`config.mk`:
```
export PLATFORM = sky130hd
export DESIGN_NAME = axil_adder_responder
export DESIGN_NICKNAME = d
export VERILOG_FILES = /design/src/rtl/axil_adder_responder.sv
export SDC_FILE = /design/constraint.sdc
export NUM_CORES = 1
export LEC_CHECK = 0
export ABC_AREA = 1
export CAP_MARGIN = 40
export CORE_ASPECT_RATIO = 1.2
export CORE_MARGIN = 5
export CORE_UTILIZATION = 40
export CTS_CLUSTER_DIAMETER = 120
export DETAILED_ROUTE_END_ITERATION = 12
export PLACE_DENSITY = 0.68
export SYNTH_ARGS = -nofsm -noshare
export SYNTH_HDL_FRONTEND = slang
export SYNTH_SLANG_ARGS = --single-unit
export TNS_END_PERCENT = 30
```
`constraint.sdc`:
```
create_clock -name aclk -period 2.2 [get_ports aclk]
set_clock_uncertainty 0.05 [all_clocks]
set_input_delay 0.33 -clock aclk [delete_from_list [all_inputs] [get_ports aclk]]
set_output_delay 0.33 -clock aclk [all_outputs]
set_load 0.005 [all_outputs]
```
`src/rtl/axil_adder_responder.sv`:
```
// AXI4-Lite slave: operand register with +1/+2 read-only results,
// a write counter and a constant ID word.
module axil_adder_responder #(
    parameter int          ADDR_WIDTH = 8,
    parameter logic [31:0] ID_VALUE   = 32'h0AD0_0001
) (
    input  logic                  aclk,
    input  logic                  aresetn,
    input  logic [ADDR_WIDTH-1:0] s_axil_awaddr,
    input  logic [2:0]            s_axil_awprot,
    input  logic                  s_axil_awvalid,
    output logic                  s_axil_awready,
    input  logic [31:0]           s_axil_wdata,
    input  logic [3:0]            s_axil_wstrb,
    input  logic                  s_axil_wvalid,
    output logic                  s_axil_wready,
    output logic [1:0]            s_axil_bresp,
    output logic                  s_axil_bvalid,
    input  logic                  s_axil_bready,
    input  logic [ADDR_WIDTH-1:0] s_axil_araddr,
    input  logic [2:0]            s_axil_arprot,
    input  logic                  s_axil_arvalid,
    output logic                  s_axil_arready,
    output logic [31:0]           s_axil_rdata,
    output logic [1:0]            s_axil_rresp,
    output logic                  s_axil_rvalid,
    input  logic                  s_axil_rready
);

    localparam logic [1:0] OKAY   = 2'b00;
    localparam logic [1:0] SLVERR = 2'b10;

    typedef enum logic { W_IDLE, W_RESP } wstate_e;
    typedef enum logic { R_IDLE, R_DATA } rstate_e;

    wstate_e               w_state_q;
    rstate_e               r_state_q;
    logic                  awready_q, wready_q, bvalid_q;
    logic                  arready_q, rvalid_q;
    logic [1:0]            bresp_q, rresp_q;
    logic [31:0]           rdata_q;
    logic                  aw_held_q, w_held_q;
    logic [ADDR_WIDTH-1:0] awaddr_q;
    logic [31:0]           wdata_q;
    logic [3:0]            wstrb_q;
    logic [31:0]           operand_q, operand_d;
    logic [31:0]           wr_count_q;

    logic                  aw_hs, w_hs, aw_have, w_have, commit, wr_ok;
    logic [ADDR_WIDTH-1:0] wr_addr;
    logic [31:0]           wr_data;
    logic [3:0]            wr_strb;
    logic                  ar_hs, ar_mapped;
    logic [31:0]           ar_data;

    logic unused_inputs;
    assign unused_inputs = ^{s_axil_awprot, s_axil_arprot,
                             s_axil_awaddr[1:0], s_axil_araddr[1:0]};

    assign s_axil_awready = awready_q;
    assign s_axil_wready  = wready_q;
    assign s_axil_bvalid  = bvalid_q;
    assign s_axil_bresp   = bresp_q;
    assign s_axil_arready = arready_q;
    assign s_axil_rvalid  = rvalid_q;
    assign s_axil_rresp   = rresp_q;
    assign s_axil_rdata   = rdata_q;

    // AW and W may arrive in either order; a held beat stands in for the live one.
    assign aw_hs   = s_axil_awvalid && awready_q;
    assign w_hs    = s_axil_wvalid && wready_q;
    assign aw_have = aw_held_q || aw_hs;
    assign w_have  = w_held_q || w_hs;
    assign commit  = (w_state_q == W_IDLE) && aw_have && w_have;
    assign wr_addr = aw_held_q ? awaddr_q : s_axil_awaddr;
    assign wr_data = w_held_q ? wdata_q : s_axil_wdata;
    assign wr_strb = w_held_q ? wstrb_q : s_axil_wstrb;
    assign wr_ok   = (wr_addr[ADDR_WIDTH-1:5] == '0) && (wr_addr[4:2] == 3'd1);

    always_comb begin
        operand_d = operand_q;
        for (int b = 0; b < 4; b++) begin
            if (wr_strb[b]) operand_d[8*b +: 8] = wr_data[8*b +: 8];
        end
    end

    always_ff @(posedge aclk or negedge aresetn) begin
        if (!aresetn) begin
            w_state_q  <= W_IDLE;
            awready_q  <= 1'b0;
            wready_q   <= 1'b0;
            bvalid_q   <= 1'b0;
            bresp_q    <= OKAY;
            aw_held_q  <= 1'b0;
            w_held_q   <= 1'b0;
            awaddr_q   <= '0;
            wdata_q    <= '0;
            wstrb_q    <= '0;
            operand_q  <= '0;
            wr_count_q <= '0;
        end else begin
            case (w_state_q)
                W_IDLE: begin
                    if (commit) begin
                        w_state_q <= W_RESP;
                        bvalid_q  <= 1'b1;
                        bresp_q   <= wr_ok ? OKAY : SLVERR;
                        awready_q <= 1'b0;
                        wready_q  <= 1'b0;
                        aw_held_q <= 1'b0;
                        w_held_q  <= 1'b0;
                        if (wr_ok) begin
                            operand_q  <= operand_d;
                            wr_count_q <= wr_count_q + 32'd1;
                        end
                    end else begin
                        if (aw_hs) begin
                            aw_held_q <= 1'b1;
                            awaddr_q  <= s_axil_awaddr;
                        end
                        if (w_hs) begin
                            w_held_q <= 1'b1;
                            wdata_q  <= s_axil_wdata;
                            wstrb_q  <= s_axil_wstrb;
                        end
                        awready_q <= !aw_have;
                        wready_q  <= !w_have;
                    end
                end
                W_RESP: begin
                    if (s_axil_bready) begin
                        w_state_q <= W_IDLE;
                        bvalid_q  <= 1'b0;
                        awready_q <= 1'b1;
                        wready_q  <= 1'b1;
                    end
                end
                default: w_state_q <= W_IDLE;
            endcase
        end
    end

    assign ar_hs = s_axil_arvalid && arready_q;

    always_comb begin
        ar_data   = '0;
        ar_mapped = (s_axil_araddr[ADDR_WIDTH-1:5] == '0);
        case (s_axil_araddr[4:2])
            3'd0:    ar_data = ID_VALUE;
            3'd1:    ar_data = operand_q;
            3'd2:    ar_data = operand_q + 32'd1;
            3'd3:    ar_data = operand_q + 32'd2;
            3'd4:    ar_data = wr_count_q;
            default: ar_mapped = 1'b0;
        endcase
        if (!ar_mapped) ar_data = '0;
    end

    always_ff @(posedge aclk or negedge aresetn) begin
        if (!aresetn) begin
            r_state_q <= R_IDLE;
            arready_q <= 1'b0;
            rvalid_q  <= 1'b0;
            rresp_q   <= OKAY;
            rdata_q   <= '0;
        end else begin
            case (r_state_q)
                R_IDLE: begin
                    if (ar_hs) begin
                        r_state_q <= R_DATA;
                        arready_q <= 1'b0;
                        rvalid_q  <= 1'b1;
                        rdata_q   <= ar_data;
                        rresp_q   <= ar_mapped ? OKAY : SLVERR;
                    end else begin
                        arready_q <= 1'b1;
                    end
                end
                R_DATA: begin
                    if (s_axil_rready) begin
                        r_state_q <= R_IDLE;
                        rvalid_q  <= 1'b0;
                        arready_q <= 1'b1;
                    end
                end
                default: r_state_q <= R_IDLE;
            endcase
        end
    end

endmodule

```
==> impl_metrics.ini, run 1 <==
[critical_path]
critPathRequiredTime_ps = 2470
crit_path_end_kind = flip-flop
path_class = flip-flop to flip-flop
crit_fanout = 6
arrival_ps = 2230
cp-start-kind = flip-flop

[sta]
hold_slack_ps = 336
setup_violations = 0
grt_setup_unrepaired = false
fin_setup_tns_ps = 0
hold_viol = 0
slew_headroom_pct = 49.0
fmax_mhz = 509
finalCritPeriodShare_pct = 89.4
tightest_slew_ps = 763
finalWorstSetupSlack_ps = 234
layout_min_cycle_time_ps = 1970
drv_slew = 0

[cells_and_area]
layout.cells.non_filler = 1653
finalNetCount = 1429
drive_above_1_share_pct = 12.1
num_antenna_cells = 0
syn_to_final_growth_pct = 22.2

[detailed_routing]
dr.pass1.iters = 5
post_drt_wl_per_cell_um = 15.7
met2_length_um = 12300
drt_iter0_markers = 562
routed_wl_um = 26000
vias_per_cell = 5.05
routed.top_layer = met4
wl_met3_um = 1280
drc = 0
route.vias.total = 8352
ant_nets = 0
wl_met1_um = 11700

[die]
coreArea_um2 = 22500
fp-row-count = 60
dieArea_um2 = 26000
die_h_um = 176
initial_utilization_pct = 40.7
ioPinCount = 106
die_w_um = 148

[yosys]
synth_cell_type_count = 41
synth-adder-area-share_pct = 0.410
ys_ff_latch = 149
synth_top_family_by_area = simple AND/OR/NAND/NOR gates
synthCells = 1250
ys_warn_count = 0
syn-cell-area_um2 = 9160
async_flop_share_pct = 100
syn_avg_cell_area_um2 = 7.33
synth_ff_type = dfrtp_1
synth-edff-count = 0
synth_compound_area_share_pct = 9.33
synthSimpleGateAreaFrac_pct = 35.8
synthMuxAreaShare_pct = 3.65
post_synth_xor_area_fraction_pct = 2.58
seq_area_frac_synth_pct = 40.7

[grt]
grt_pass1_vias = 8077
overflow = 0
antenna_found_initial = 0
grt_max_degree = 49
grt.total_usage_pct = 20.7
grt_pass1_wl_um = 42900

[placement]
io_buffers = 93
dpl_worst_slack_ps = 71.1
dpl.hpwl_um = 19900
dp.cells = 1620
gp_congestion = 0.951

[cts]
clk_latency_ps = 430
cts_tree = done
clk_pin_slew_ps = 70
cts_inserted_buffers = 17
htreeDepth = 4
cts_sinks = 149
cts-root-buf = clkbuf_16
clockBufferDepth = 2

[job]
maxCapViolations = 0

[power_and_ir_drop]
vdd_drop_max_uv = 663
p_leak_nw = 5.18
power_mw = 9.19
power_density_nw_per_um2 = 821

[run_status]
status = finished clean

[worst_hold_path]
hold_path_class = primary input to async pin
==> synthesized netlist by cell type, types with 2 or more instances <==
cell type	n	area share (%)
and2_1	3	0.20
mux2i_1	30	3.3
nand3_1	92	5.0
o22ai_1	10	0.68
ha_1	3	0.41
nand2_1	477	20
buf_4	8	0.66
mux2_2	3	0.37
dfrtp_1	149	41
inv_4	2	0.14
inv_1	105	4.3
buf_2	18	0.98
nand2_4	3	0.37
a211oi_1	3	0.25
a21oi_1	24	1.3
nor2_4	11	1.4
buf_6	7	0.86
nand3b_1	6	0.49
nand2_2	12	0.82
inv_2	8	0.33
o21ai_2	39	3.7
nor2_1	94	3.9
clkbuf_1	4	0.16
nand4_1	16	1.1
nor2_2	13	0.89
nand3_4	4	0.77
nor3_1	14	0.77
o21ai_1	10	0.55
xor2_1	26	2.5
o21ai_0	45	2.5
==> report_power, final <==
| part | switching (mW) | internal [mW] | leakage, nW |
|---|---|---|---|
| Sequential | 0.483 | 3.32 | 1.93 |
| Clock | 1.23 | 1.87 | 0.307 |
| Combinational | 1.35 | 0.938 | 2.95 |
==> cells in the final DEF, fill, tap and decap left out, types with 14 or more instances in the layout <==
master and count:
a21oi_1 24, buf_4 26, clkbuf_16 17, clkdlybuf4s50_1 92, dfrtp_1 148, inv_1 105, mux2i_1 30, nand2_1 477
nand3_1 92, nand4_1 16, nor2_1 94, nor3_1 14, o21ai_0 45, o21ai_2 39, xor2_1 26
==> metrics by stage <==
step | area [um^2] | util, %
2_1_floorplan | 9160 | -
3_3_place_gp | 10600 | 46.9
3_5_place_dp | 10600 | 46.9
4_1_cts | 11200 | 49.7
5_1_grt | 11200 | 49.7
6_report | 11200 | 49.7
==> final cells by class <==
class	count	area [um^2]
Fill cell	2228	11300
Tap cell	279	349
Multi-Input combinational cell	950	4750
Clock buffer	20	457
Sequential cell	149	3730
Timing Repair Buffer	128	1300
Clock inverter	12	168
Inverter	115	437
==> worst paths after layout <==
path / to / startpoint / depth (start not counted) / slack [ps]
worst max-delay path: s_axil_rdata[6] / operand_q[1] / 9 / 230
worst min-delay path: w_held_q / aresetn / 2 / 340
worst max register to register: s_axil_rdata[6] / operand_q[1] / 9 / 230
worst min register to register: wdata_q[13] / wdata_q[13] / 2 / 420
max in group asynchronous: wr_count_q[29] / aresetn / 3 / 1100
min in group aclk: wdata_q[13] / wdata_q[13] / 2 / 420
==> layer usage <==
layer | track usage (%) | vias to the layer above
li1 | - | 4222
met1 | 27.6 | 3877
met2 | 34.0 | 217
met3 | 3.74 | 36
met4 | 6.78 | 0
met5 | 0 | -
==> flip-flops by register name (all words and copies together) (netlist names) <==
register,cells
s_axil_rdata,32
wr_count_q,32
w_held_q,1
operand_q,32
wstrb_q,4
s_axil_arready,1
s_axil_awready,1
s_axil_wready,1
r_state_q,1
wdata_q,32
s_axil_bvalid,1
awaddr_q,6
s_axil_bresp,1
w_state_q,1
s_axil_rresp,1
aw_held_q,1
s_axil_rvalid,1
==> critical path, cell delays in order, from the launching register on <==
cell     delay [ps]
dfrtp_1         450
ha_1            230
nand2_1          80
nor2_1          210
nand2_1         100
o21ai_0         190
o21ai_0         130
o21ai_0         210
buf_4           160
nand2_1          50
==> kinds of logic after synthesis <==
logic type	Yosys count
xor gates and xnor gates	27
buffers and inverters	152
DFF	149
other	1
adders and majority gates	3
and+or+nand+nor	750
AOI/OAI and AO/OA	135
muxes	33
==> timing repair <==
action                                 4_1_cts  5_1_grt
endpoints found under the hold margin       36        0
resized for setup                            0        0
hold buffers                                 1        0
buffers inserted                             0        0
No activity file was read; power rests on OpenSTA's default activity.
==> run 2, diff against run 1 <==
--- a/config.mk
+++ b/config.mk
@@ -9,10 +9,12 @@
 export CAP_MARGIN = 40
 export CORE_ASPECT_RATIO = 1.2
 export CORE_MARGIN = 5
-export CORE_UTILIZATION = 40
+export CORE_UTILIZATION = 31
 export CTS_CLUSTER_DIAMETER = 120
 export DETAILED_ROUTE_END_ITERATION = 12
-export PLACE_DENSITY = 0.68
+export GPL_TIMING_DRIVEN = 0
+export PLACE_DENSITY = 0.57
+export SKIP_CTS_REPAIR_TIMING = 1
 export SYNTH_ARGS = -nofsm -noshare
 export SYNTH_HDL_FRONTEND = slang
 export SYNTH_SLANG_ARGS = --single-unit
==> run 2 against run 1 <==
  * Via count is 0.90% higher
  * Power is 1.2% lower
  * Cell count is 6.9% higher
  * Largest power group unchanged
  * Critical path type unchanged
  * Register-to-register slack worse by 70 ps
  * First-iteration DRC count is 14% higher
  * Largest cell class unchanged
  * Sequential share of layout area is 0.13 points lower
  * Maximum frequency is 3.2% lower
  * Clock-buffer cell count is 3 lower
==> impl_metrics.ini, run 2 (synthesis gave the netlist of run 1 again) <==
[run_status]
status = finished clean

[critical_path]
r2r_setup_slack_ps = 170
cp-start-kind = flip-flop
critPathRequiredTime_ps = 2460
crit_fanout = 7
reg2reg_from = operand_q[2]
r2r-end = s_axil_rdata[25]
setup.worst_path.start = operand_q[2]
path_class = flip-flop to flip-flop
arrival_ps = 2290
rr_worst_depth = 10
crit_path_end_kind = flip-flop
crit_end = s_axil_rdata[25]

[cts]
cts_inserted_buffers = 17
clockBufferDepth = 2
clk_pin_slew_ps = 70
cts_sinks = 149
htreeDepth = 4
cts_tree = done
clk_latency_ps = 440
cts-root-buf = clkbuf_16

[placement]
io_buffers = 92
dpl.hpwl_um = 22200
gp_congestion = 0.948
place_area_um2 = 10600

[die]
initial_utilization_pct = 31.2
coreArea_um2 = 29400
die_w_um = 167
ioPinCount = 106
die_h_um = 198
dieArea_um2 = 33100
fp-row-count = 69

[sta]
layout_min_cycle_time_ps = 2030
grt_setup_unrepaired = true
finalCritPeriodShare_pct = 92.4
hold_viol = 0
tightest_slew_ps = 655
drv_slew = 0
fmax_mhz = 492
slew_headroom_pct = 56.3
fin_setup_tns_ps = 0
setup_violations = 0

[grt]
overflow = 0
grt_pass1_wl_um = 45300
grt.total_usage_pct = 17.4
grt_max_degree = 89
grt_pass1_vias = 8372
antenna_found_initial = 0

[detailed_routing]
routed_wl_um = 28500
vias_per_cell = 4.77
route.vias.total = 8427
post_drt_wl_per_cell_um = 16.1
drt_iter0_markers = 638
ant_nets = 0
dr.pass1.iters = 7
drc = 0

[cells_and_area]
finalNetCount = 1432
final_common_cell = nand2_1
syn_to_final_growth_pct = 22.7
layout_common_cells = nand2_1 (477), dfrtp_1 (148), inv_1 (105)
drive_above_1_share_pct = 12.5
fin_area_um2 = 11200
num_antenna_cells = 0

[job]
maxCapViolations = 0

[power_and_ir_drop]
vdd_drop_max_uv = 410
power_density_nw_per_um2 = 808
p_leak_nw = 5.14

[worst_hold_path]
hold_path_class = primary input to async pin
-- run 2: power breakdown --
| group | switching (mW) | internal (mW) | total (mW) |
|---|---|---|---|
| Sequential | 0.456 | 3.31 | 3.77 |
| Clock | 1.35 | 1.60 | 2.96 |
| Combinational | 1.42 | 0.929 | 2.35 |
-- run 2: how the worst min path moves through the flow --
stage	slack, ps	from	end	depth (start not counted)
after global placement	400	wdata_q[12]	wdata_q[12]	2
after CTS	-160	aresetn	s_axil_bresp[1]	1
after global routing	400	s_axil_wdata[10]	wdata_q[10]	3
final	380	aresetn	s_axil_bresp[1]	2
after floorplan	-20	aresetn	aw_held_q	0
after detailed placement	310	aresetn	s_axil_rdata[5]	1
-- run 2: cell type report --
type	instances	area [um^2]
Multi-Input combinational cell	950	4780
Timing Repair Buffer	94	962
Buffer	37	245
Inverter	115	437
Clock inverter	15	160
Fill cell	3190	18100
Sequential cell	149	3730
Clock buffer	17	425
Tap cell	390	488
-- run 2: metal layers --
layer | GRT usage [%] | vias to the layer above | routed length (um)
met4 | 6.61 | 0 | 831
met5 | 0 | - | 0
li1 | - | 4221 | -
met2 | 31.3 | 220 | 14300
met1 | 20.9 | 3933 | 12100
met3 | 3.06 | 53 | 1160
-- run 2: metrics by stage --
stage               total power [mW]  cells  hold WS, ps  utilization, %  worst slack (ps)
finish                          9.07   1767          377            38.3               168
global route                    9.64   1767          404            38.3             -7.10
CTS                             9.16   1766         -161            38.1              -209
detailed placement              6.18   1734          313            36.1              -559
global placement                6.13   1733          403            36.0             -5620
floorplan                       5.30   1251        -15.6               -               614
-- run 2: worst max-delay path: stages (launching register included) --
cell	delay, ps
dfrtp_1	480
ha_1	300
inv_1	100
nor2_4	160
nand2_2	90
nor2_2	160
nand3_1	110
a21oi_1	150
nand2_1	70
nand2_1	160
nand2_1	70
==> run 3, diff against run 2 <==
--- a/config.mk
+++ b/config.mk
@@ -11,6 +11,7 @@
 export CORE_MARGIN = 5
 export CORE_UTILIZATION = 31
 export CTS_CLUSTER_DIAMETER = 120
+export CTS_CLUSTER_SIZE = 25
 export DETAILED_ROUTE_END_ITERATION = 12
 export GPL_TIMING_DRIVEN = 0
 export PLACE_DENSITY = 0.57
==> results of run 3 <==
Final layout, timing and power as in run 2 (identical DEF).
==> variant: new RTL, settings of run 2 <==
The parameter `ADDR_WIDTH` goes from 8 to 7.
--- a/src/rtl/axil_adder_responder.sv
+++ b/src/rtl/axil_adder_responder.sv
@@ -3,3 +3,3 @@
 module axil_adder_responder #(
-    parameter int          ADDR_WIDTH = 8,
+    parameter int          ADDR_WIDTH = 7,
     parameter logic [31:0] ID_VALUE   = 32'h0AD0_0001
Ports: changed (resized s_axil_araddr and s_axil_awaddr); port bits go from 106 to 104. The function was not compared with the original's and may differ.
==> variant against run 2 <==
  * Area after synthesis fell by 2.7%
  * Design area fell by 2.2%
  * Utilization rose by 0.18 points
  * Clock power rose by 6%
  * Synthesized cell count rose by 0.24%
  * Critical path depth did not move
  * Global-route usage rose by 0.22 points
  * Total power rose by 5.7%
  * Sequential cell count fell by 1
  * Routed wire length fell by 3.3%
  * Worst setup slack got worse by 0.0061 ns
  * Critical endpoint is now s_axil_rdata[14]
==> variant: results (changes against run 2) <==
- Hold Path Sink: s_axil_rvalid
- Leakage: 4.980 nW (-3.2%)
- Register area share after synthesis: 41.56% (+0.84 points)
- Final antenna-violating net count: 0 (unchanged)
- Final hold viol count: 0 (unchanged)
- WHS Path Cells: 1
- Layout cells sized above 1: 8.212% (-4.3 points)
- Clk Latency, worst-skew pair: 0.44 ns (about the same)
- Clock Tree Buf Depth: 2 (unchanged)
- DP Cell Count: 1730 (-0.23%)
- HPWL reported at the end of detailed placement: 21720 um (-2.0%)
- R2R Path End: s_axil_rdata[14]
- Dpl ws: -0.2022 ns (+0.3564 ns)
- Synth top cells by count: nand2_1 (486), dfrtp_1 (148), inv_1 (117)
- Syn Area/Cell: 7.112 sq um (-2.9%)
- Vias: 8328 (-1.2%)
- Nets: 1431 (-0.070%)
- Largest net degree at the start of global routing: 82 (-7.9%)
- Distinct cells, synth: 40 (-2.4%)
- WL final: 27530 um (-3.3%)
- Top cells by area, synth: dfrtp_1 (42%), nand2_1 (20%), nand3_1 (6.0%)
- Crit path DAT: 2.32 ns (+0.03 ns)
- Crit Path Max Fanout: 6 (-1)
- DRT Pass-1 Iters: 5 (-2)
- Worst R2R Start: operand_q[0]
- Clock Pin Slew Worst Setup and Hold Paths: 0.06 ns
- Hold Startpoint: r_state_q
- Relative slew margins: 51.66% (-4.7 points)
- Clock root buffer: clkbuf_16
- Max H-tree Level: 4 (unchanged)
- Main flop type after synthesis: dfrtp_1
- Peak supply drop: 491.0 uV (+20%)
- Hold Path Class: flop to flop
- Total GRT Usage: 17.65% (+0.22 points)
- Initial antenna violation count: 0 (unchanged)
- Status: completed
- Warnings from Yosys: 0 (unchanged)
- DRC: 0 (unchanged)
- Iter 0 DRT Violations: 462 (-28%)
- First-pass GRT wire length: 44460 um (-1.8%)
- Worst reg-to-reg setup slack: 0.16 ns
- CTS buffer count: 17 (unchanged)
- Worst-case reg-to-reg path depth: 10 (unchanged)
- Port bufs: 90 (-2.2%)
- Vias in the first global route: 8245 (-1.5%)
- Async S/R FF share, synth: 100.0% (unchanged)
- Routed vias/inst: 4.729 (-0.84%)
- Diodes inserted: 0 (unchanged)
- Hold WS: 0.3908 ns (+0.01404 ns)
- Routability cong.: 0.9035 (-4.6%)
==> variant: cell types whose count changed after synthesis, sizes merged, moves of 7 or more <==
cell,run 2,this run
nand3,97,111
o21ai,94,80
nor2,119,107
buf,33,25
clkbuf,4,12
inv,115,123
a21oi,24,17
nor3,15,22
==> variant: routing by layer <==
metal	wire length, um	GRT usage, %
met5	0	0
met2	14110	31.01
met4	1115	7.797
met3	881	2.627
met1	11430	21.21
==> variant: metrics by stage <==
step / area [sq um] / setup TNS [ns]
after floorplan: 8915 / 0
after global placement: 10300 / -831.78
after detailed placement: 10330 / -4.111
after CTS: 10950 / 0
after global routing: 10990 / 0
final: 10990 / 0
==> variant: kinds of logic after synthesis <==
kind of cell | synth area share, %
AOI/OAI and AO/OA | 7.372
buffers and inverters | 7.498
muxes | 3.623
xor gates and xnor gates | 2.654
DFF | 41.56
adders and majority gates | 0.4213
and+or+nand+nor | 36.83
other | 0.04208
==> variant: area by class of cell <==
class | instances | area, sq um
Fill cell | 3138 | 17600
Timing Repair Buffer | 92 | 939.7
Tap cell | 385 | 481.7
Clock buffer | 22 | 474.2
Multi-Input combinational cell | 943 | 4568
Inverter | 126 | 478.0
Clock inverter | 8 | 150.1
Buffer | 37 | 190.2
Sequential cell | 148 | 3706
==> variant: report_power, final <==
group | internal [mW] | switching [mW] | total [mW]
clock | 1.98 | 1.17 | 3.15
combinational | 1.01 | 1.46 | 2.47
sequential | 3.38 | 0.596 | 3.97
total | 6.36 | 3.22 | 9.59
==> variant: worst max path at each step <==
stage | start | to | slack [ns]
2_1_floorplan | operand_q[2] | s_axil_rdata[17] | 0.57
4_1_cts | operand_q[0] | s_axil_rdata[12] | 0.03
6_report | operand_q[0] | s_axil_rdata[14] | 0.16
5_1_grt | operand_q[1] | s_axil_rdata[15] | 0.02
3_5_place_dp | s_axil_araddr[2] | s_axil_rdata[12] | -0.20
3_3_place_gp | aresetn | s_axil_rvalid | -5.60
==> variant: critical path, cell delays in order, from the launching register on <==
cell     delay (ns)
dfrtp_2        0.49
ha_1           0.24
inv_1          0.10
nor2_4         0.18
nand2_1        0.13
nor2_2         0.25
nand2_1        0.09
nand3_1        0.08
nand4_1        0.16
nand2_1        0.11
nand2_1        0.05
